==> config.mk <==
export PLATFORM = sky130hd
export DESIGN_NAME = serial_byte_loader
export DESIGN_NICKNAME = d
export VERILOG_FILES = /design/src/rtl/serial_byte_loader.sv
export SDC_FILE = /design/constraint.sdc
export NUM_CORES = 1
export LEC_CHECK = 0
export ABC_CLOCK_PERIOD_IN_PS = 1200
export CAP_MARGIN = 20
export CORE_MARGIN = 5
export CORE_UTILIZATION = 37
export CTS_BUF_LIST = sky130_fd_sc_hd__clkbuf_8
export CTS_CLUSTER_SIZE = 14
export DETAILED_ROUTE_END_ITERATION = 16
export PLACE_DENSITY = 0.63
export SYNTH_ARGS = -nofsm -noshare
export SYNTH_HDL_FRONTEND = slang
export SYNTH_SLANG_ARGS = --single-unit
==> constraint.sdc <==
create_clock -name clk -period 1.2 [get_ports clk]
set_input_delay 0.24 -clock clk [delete_from_list [all_inputs] [get_ports clk]]
set_output_delay 0.24 -clock clk [all_outputs]
set_load 0.05 [all_outputs]
==> src/rtl/serial_byte_loader.sv <==
// Serial-to-parallel byte assembler with valid/ready handshakes on both sides.
// Define SERIAL_PARITY_CHECK_EN to require an even-parity bit after each byte.
module serial_byte_loader #(
    parameter int MSB_FIRST = 1
) (
    input  logic       clk,
    input  logic       rst,
    input  logic       sin,
    input  logic       sin_valid,
    output logic       sin_ready,
    output logic [7:0] byte_out,
    output logic       byte_valid,
    input  logic       byte_ready,
    output logic       parity_err,
    output logic [7:0] byte_count
);

    typedef enum logic [1:0] {
        COLLECT = 2'd0,
        HOLD    = 2'd1
`ifdef SERIAL_PARITY_CHECK_EN
        ,
        PARITY  = 2'd2
`endif
    } state_t;

    state_t     state_q;
    logic [2:0] bitcnt_q;
    logic [7:0] shift_q;
    logic [7:0] shift_d;
    logic [7:0] byte_q;
    logic       valid_q;
    logic [7:0] count_q;
    logic       accept;

    // Readiness depends on rst directly so no bit is taken while reset is held.
    assign sin_ready  = rst && (state_q != HOLD);
    assign accept     = sin_valid && sin_ready;
    assign shift_d    = (MSB_FIRST != 0) ? {shift_q[6:0], sin} : {sin, shift_q[7:1]};
    assign byte_out   = byte_q;
    assign byte_valid = valid_q;
    assign byte_count = count_q;

`ifdef SERIAL_PARITY_CHECK_EN
    logic perr_q;
    assign parity_err = perr_q;
`else
    assign parity_err = 1'b0;
`endif

    always_ff @(posedge clk) begin
        if (!rst) begin
            state_q  <= COLLECT;
            bitcnt_q <= 3'd0;
            shift_q  <= 8'h00;
            byte_q   <= 8'h00;
            valid_q  <= 1'b0;
            count_q  <= 8'h00;
`ifdef SERIAL_PARITY_CHECK_EN
            perr_q   <= 1'b0;
`endif
        end else begin
`ifdef SERIAL_PARITY_CHECK_EN
            perr_q <= 1'b0;
`endif
            case (state_q)
                COLLECT: begin
                    if (accept) begin
                        shift_q  <= shift_d;
                        bitcnt_q <= bitcnt_q + 3'd1;
                        if (bitcnt_q == 3'd7) begin
`ifdef SERIAL_PARITY_CHECK_EN
                            state_q <= PARITY;
`else
                            state_q <= HOLD;
                            byte_q  <= shift_d;
                            valid_q <= 1'b1;
`endif
                        end
                    end
                end
`ifdef SERIAL_PARITY_CHECK_EN
                PARITY: begin
                    if (accept) begin
                        if ((^shift_q ^ sin) == 1'b0) begin
                            state_q <= HOLD;
                            byte_q  <= shift_q;
                            valid_q <= 1'b1;
                        end else begin
                            state_q <= COLLECT;
                            perr_q  <= 1'b1;
                        end
                    end
                end
`endif
                HOLD: begin
                    if (byte_ready) begin
                        state_q  <= COLLECT;
                        valid_q  <= 1'b0;
                        count_q  <= count_q + 8'd1;
                        bitcnt_q <= 3'd0;
                    end
                end
                default: state_q <= COLLECT;
            endcase
        end
    end

endmodule

==> run_results.csv, run 1 <==
group,metric,value,unit
yosys,synth.most_common_cell,"nand2_1",
power,seqPwrFrac,60.7,%
critical_path,reg2reg_from,"bitcnt_q[0]$_SDFFE_PN0P_",
timing,hold_viol,0,
final_layout,drive_above_1_share,36.3,%
final_layout,postLayoutCellArea,1780,um2
placed_design,place_area,1670,um2
yosys,ys_ff_latch,27,
power,p_sw_share,21.8,%
placed_design,dp_hpwl,1860,um
routing,finalWirelength,2370,um
yosys,synth.avg_cell_area,8.32,um2
routing,dr.pass1.iters,4,
critical_path,start_kind,"flip-flop",
routing,drc_errors,0,
placed_design,portBuffers,22,
critical_path,critical_path_peak_fanout,3,
timing,max_freq,768,MHz
floorplanning,io_pins,24,
global_routing,grt_overflow_total,0,
yosys,synth-async-reset-ratio,0,%
timing,fin_skew,4.74,ps
yosys,synth_area_leaders,"dfxtp_1 (50%), nand2_1 (12%), a21oi_1 (11%)",
yosys,netlist_top_cells_count,"nand2_1 (35), dfxtp_1 (27), a21oi_1 (24)",
final_layout,antennaDiodeCount,0,
global_routing,grt_pass1_wl,4280,um
floorplanning,num_rows,19,
final_layout,syn2layout_area_growth,66.0,%
critical_path,ff2ff_path_depth,5,
global_routing,grt_use_total,12.9,%
global_routing,grt_max_degree,27,
placed_design,dp.cells,191,
timing,fin_crit,1300,ps
clocking,cts_buffers,3,
min_path,hold_start,"rst",
timing,rsz0062_at_grt,"true",
yosys,synth_cell_types,24,
power,ir_drop,0.650,mV
timing,slew_viol_final,0,
routing,drt_iter0_markers,49,
flow_run,cap_violations,0,
floorplanning,die_width,63.9,um
critical_path,required,1360,ps
timing,fin_crit_sh,109,%
power,p_int,0.00115,W
yosys,synth.top_cell.area_share,50.3,%
critical_path,crit_arrival,1460,ps
global_routing,first_global_vias,997,
critical_path,r2r-end,"byte_valid$_SDFFE_PN0P_",
timing,setup_viol,10,
yosys,yosysTopAreaCell,"dfxtp_1",
clocking,clockRootBuffer,"clkbuf_8",
yosys,synthFlopType,"dfxtp_1",
min_path,whs_path_depth,2,
yosys,synth_area,1070,um2
clocking,cts_tree,"done",
timing,tns,-518,ps
clocking,ctsHoldBuffers,0,
routing,vias,1001,
placed_design,dpl_worst_slack,-367,ps
floorplanning,chipHeight,63.9,um
critical_path,cp-end-kind,"flip-flop",
yosys,synth_edf_count,0,
min_path,worstHoldPathType,"input port to flip-flop",
routing,vias_per_cell,5.03,
critical_path,cp_num_buf_inv,1,
yosys,syn-num-nets,137,
timing,setup_slack,-103,ps
placed_design,globalplace.congestion,0.734,
floorplanning,initial_core_util,38.9,%
min_path,hold_path_end,"byte_valid$_SDFFE_PN0P_",
critical_path,cp_slowest_cell,"dfxtp_4",
power,clockPowerShare,33.0,%
clocking,clock-sinks,27,
power,finalPower,0.00148,W
power,powerDensity,829,nW/um2
clocking,clk_latency,260,ps
critical_path,cp_cell_sequence,"ha_4 -> ha_4 -> and4b_1 -> buf_6 -> o211a_1",
clocking,clk_path_buf_depth,2,
critical_path,path_class,"flip-flop to flip-flop",
floorplanning,dieArea,4080,um2
status,violations,"setup timing",
power,p_leak,0.692,nW
clocking,htree_num_levels,1,
yosys,ys_seq_area_share,50.3,%
final_layout,final_nets,177,
yosys,ys_warn_count,0,
clocking,clkTransAtPathRegs,80,ps
critical_path,r2r_slack,-100,ps
critical_path,cpMostUsedCell,"ha_4",
power,p_switching,0.000323,W
routing,antenna_left,0,
critical_path,crit_family,"flip-flops",
global_routing,antenna_found_initial,0,
floorplanning,core,2760,um2
yosys,netlist_instances,129,
final_layout,finalNonFillerCells,199,
critical_path,cp_slowest_stage_delay,360,ps
status,status,"complete, but fails checks",
power,p_comb_share,6.3,%
routing,wire_per_inst,11.9,um
==> cell families (layout without fill, tap and decap cells) <==
| kind of cell | Yosys count | count (layout) | share of synthesized area, % |
|---|---|---|---|
| other | 1 | 1 | 0.349 |
| AO/OA/AOI/OAI | 30 | 30 | 14.7 |
| flip-flops | 27 | 27 | 50.3 |
| adder cells (fa/ha/maj) | 3 | 3 | 3.50 |
| AND/OR/NAND/NOR | 56 | 56 | 24.9 |
| XOR/XNOR | 2 | 2 | 1.63 |
| buffers and inverters | 10 | 49 | 4.54 |
==> layout by cell type, fill, tap and decap left out, types with 2 or more instances in the layout <==
cell | netlist | layout
a21oi_1 | 24 | 23
buf_12 | 0 | 18
buf_4 | 2 | 16
buf_6 | 0 | 4
clkbuf_8 | 0 | 3
clkdlybuf4s50_1 | 0 | 2
dfxtp_1 | 27 | 17
dfxtp_2 | 0 | 2
dfxtp_4 | 0 | 8
dlygate4sd2_1 | 0 | 2
ha_4 | 0 | 2
inv_1 | 2 | 3
nand2_1 | 35 | 34
nand2b_1 | 2 | 2
nand3_1 | 6 | 5
nand4_4 | 0 | 2
nor2_1 | 3 | 2
o21ai_0 | 4 | 3
or3_1 | 4 | 4
==> power by group through the flow <==
stage               sequential (W)  clock [W]  combinational, W
global route              0.000898   0.000555          0.000102
CTS                       0.000897   0.000512         0.0000930
global placement          0.000918          0         0.0000922
floorplan                 0.000917          0         0.0000553
detailed placement        0.000918          0         0.0000940
finish                    0.000896   0.000488         0.0000926
==> layout make-up <==
| type | count | area (um2) |
|---|---|---|
| inverters | 3 | 12.5 |
| flip-flops and latches | 27 | 573 |
| well taps | 31 | 38.8 |
| fillers | 238 | 976 |
| multi-input cells | 92 | 549 |
| clock inverters | 1 | 3.75 |
| repair buffers | 42 | 563 |
| clock buffers | 3 | 41.3 |
==> registers in the layout, summed over array words and instances (netlist names) <==
signal	flops
byte_valid	1
bitcnt_q	3
byte_out	8
shift_q	7
byte_count	8
==> metrics by stage <==
stage,hold slack (ps),utilization [%]
floorplan,363,-
global placement,446,60.4
detailed placement,456,60.4
CTS,392,63.1
global route,401,64.6
finish,399,64.6
==> worst max path at each step <==
stage	start	to	slack, ps	cells after the start
2_1_floorplan	byte_valid$_SDFFE_PN0P_	byte_count[7]$_SDFFE_PN0P_	-90	4
3_3_place_gp	byte_ready	byte_count[7]$_SDFFE_PN0P_	-330	4
3_5_place_dp	byte_ready	byte_count[7]$_SDFFE_PN0P_	-370	4
4_1_cts	bitcnt_q[0]$_SDFFE_PN0P_	byte_out[6]$_SDFFE_PN0P_	-80	6
5_1_grt	bitcnt_q[0]$_SDFFE_PN0P_	byte_valid$_SDFFE_PN0P_	-140	5
6_report	bitcnt_q[0]$_SDFFE_PN0P_	byte_valid$_SDFFE_PN0P_	-100	5
==> routing by layer <==
metal / up-vias / GRT usage, % / wire length, um
li1: 514 / - / -
met1: 463 / 14.0 / 976
met2: 22 / 22.7 / 1230
met3: 2 / 2.98 / 127
met4: 0 / 7.01 / 30
met5: - / 0 / 0
==> worst register-to-register path: cells and delay by family, from the launching register on <==
family          cells  cell delay (ps)
buf+inv             1              130
simple gates        1              220
flops               1              360
compound gates      1              190
fa+ha+maj           2              310
==> timing repair <==
item                                    in CTS  in global routing
buffers inserted                             2                  2
endpoints found under the setup margin      13                 19
resized for setup                            7                  7
pin swaps                                    4                  4
Power figures use the tool's default switching activity.
==> inputs of run 2 (changes only) <==
--- a/config.mk
+++ b/config.mk
@@ -13,6 +13,7 @@
 export CTS_CLUSTER_SIZE = 14
 export DETAILED_ROUTE_END_ITERATION = 16
 export PLACE_DENSITY = 0.63
+export REMOVE_ABC_BUFFERS = 1
 export SYNTH_ARGS = -nofsm -noshare
 export SYNTH_HDL_FRONTEND = slang
 export SYNTH_SLANG_ARGS = --single-unit
==> run 2 against run 1 <==
  * The flow still finishes with violations (setup timing)
  * Critical path depth did not move
  * Die area unchanged
  * Clock-buffer cell count unchanged
  * Routed wire length grew 9.8%
  * Register-to-register slack better by 30 ps
  * Critical path type unchanged
  * Largest cell class is now multi-input gates
==> run_results.csv, run 2 (same netlist as run 1, synthesis figures left out) <==
group,metric,value,unit
final_layout,drive_above_1_share,43.5,%
min_path,hold_path_end,"byte_valid$_SDFFE_PN0P_",
global_routing,grt_pass1_wl,4170,um
routing,dr.pass1.iters,4,
routing,finalWirelength,2600,um
routing,vias,1034,
flow_run,cap_violations,0,
final_layout,fill_cells,222,
critical_path,crit_arrival,1440,ps
floorplanning,num_rows,19,
critical_path,cp_slowest_stage_delay,350,ps
floorplanning,core,2760,um2
clocking,ctsHoldBuffers,0,
timing,setup_viol,11,
critical_path,path_class,"flip-flop to flip-flop",
clocking,htree_num_levels,1,
floorplanning,initial_core_util,38.9,%
timing,slew_viol_final,0,
timing,hold_viol,0,
critical_path,r2r_slack,-70,ps
floorplanning,die_width,63.9,um
final_layout,antennaDiodeCount,0,
timing,fin_skew,5.92,ps
critical_path,cpMostUsedCell,"ha_4",
critical_path,path_depth,5,
routing,dr_wl_met3,98,um
final_layout,final_nets,179,
final_layout,layout_common_cells,"nand2_1 (30), buf_4 (20), dfxtp_1 (19)",
global_routing,grt_overflow_total,0,
global_routing,antenna_found_initial,0,
floorplanning,dieArea,4080,um2
global_routing,grt_use_total,12.5,%
critical_path,r2r-end,"byte_valid$_SDFFE_PN0P_",
routing,routedLengthMet1,1040,um
critical_path,cp_cell_sequence,"ha_4 -> ha_4 -> and4b_1 -> buf_4 -> o211a_1",
global_routing,grt_max_degree,27,
critical_path,critical_path_peak_fanout,2,
min_path,whs_path_depth,2,
timing,max_freq,787,MHz
final_layout,syn2layout_area_growth,70.0,%
placed_design,dp_hpwl,1800,um
power,p_leak,0.681,nW
min_path,worstHoldPathType,"input port to flip-flop",
timing,setup_slack,-70.4,ps
status,status,"complete, but fails checks",
timing,tns,-269,ps
critical_path,ff2ff_path_depth,5,
routing,top_layer,"met4",
final_layout,finalNonFillerCells,201,
final_layout,postLayoutCellArea,1830,um2
critical_path,start_kind,"flip-flop",
clocking,cts_tree,"done",
placed_design,place_area,1600,um2
clocking,clk_latency,270,ps
clocking,clk_path_buf_depth,2,
routing,drc_errors,0,
power,ir_drop,1.25,mV
timing,rsz0062_at_grt,"true",
power,finalPower,0.00153,W
clocking,cts_buffers,3,
clocking,clock-sinks,27,
placed_design,dp.cells,191,
critical_path,crit_family,"flip-flops",
status,violations,"setup timing",
placed_design,globalplace.congestion,0.772,
min_path,hold_start,"rst",
critical_path,reg2reg_from,"bitcnt_q[1]$_SDFFE_PN0P_",
clocking,clockRootBuffer,"clkbuf_8",
critical_path,cp_num_buf_inv,1,
floorplanning,chipHeight,63.9,um
final_layout,final_common_cell,"nand2_1",
global_routing,first_global_vias,969,
routing,antenna_left,0,
critical_path,cp_slowest_cell,"dfxtp_2",
critical_path,required,1370,ps
routing,vias_per_cell,5.14,
clocking,clkTransAtPathRegs,90,ps
power,powerDensity,839,nW/um2
floorplanning,io_pins,24,
timing,fin_crit,1270,ps
routing,wl_met2,1390,um
routing,wire_per_inst,12.9,um
timing,fin_crit_sh,106,%
routing,drt_iter0_markers,26,
placed_design,portBuffers,22,
critical_path,cp-end-kind,"flip-flop",
[run 2: cell types whose count changed in the layout (fill, tap and decap cells not counted), sizes merged]
cell      change
clkinvlp      +1
inv           -1
buf           +2
[run 2: where the power goes]
| group | total, W | switching (W) | internal (W) |
|---|---|---|---|
| Combinational | 0.000103 | 0.0000618 | 0.0000412 |
| Clock | 0.000523 | 0.000287 | 0.000236 |
| Sequential | 0.000907 | 0.00000852 | 0.000898 |
[run 2: worst max-delay path by stage]
| stage | start | endpoint |
|---|---|---|
| CTS | bitcnt_q[1]$_SDFFE_PN0P_ | byte_valid$_SDFFE_PN0P_ |
| global route | bitcnt_q[0]$_SDFFE_PN0P_ | byte_out[7]$_SDFFE_PN0P_ |
| global placement | byte_ready | byte_count[7]$_SDFFE_PN0P_ |
| floorplan | rst | sin_ready |
| detailed placement | byte_ready | byte_count[7]$_SDFFE_PN0P_ |
| finish | bitcnt_q[1]$_SDFFE_PN0P_ | byte_valid$_SDFFE_PN0P_ |
[run 2: timing repair]
action,CTS,global route
endpoints found under the setup margin,14,26
resized for setup,23,18
buffers inserted,3,3
pin swaps,6,8
[run 2: worst reg2reg max path: cells and delay by family (launching register included)]
| kind | cells | cell delay (ps) |
|---|---|---|
| flops | 1 | 350 |
| fa+ha+maj | 2 | 310 |
| simple gates | 1 | 190 |
| compound gates | 1 | 190 |
| buf+inv | 1 | 140 |
[run 2: cell type report]
cell class,count,area [um2],area share [%]
Multi-Input combinational cell,92,597,32.7
Timing Repair Buffer,44,571,31.3
Sequential cell,27,558,30.6
Clock buffer,3,41.3,2.26
Tap cell,31,38.8,2.12
Inverter,3,12.5,0.685
Clock inverter,1,7.51,0.411
[run 2: routing by layer]
metal	vias up	GRT usage [%]
li1	518	-
met1	489	14.4
met2	21	21.9
met3	6	2.80
met4	0	5.71
met5	-	0
[run 2: through the flow]
stage	setup slack [ps]	utilization (%)	hold slack, ps
floorplan	-452	-	373
global placement	-313	57.8	443
finish	-70.4	66.2	402
CTS	-75.5	62.9	391
global route	-101	66.2	407
detailed placement	-354	57.8	451
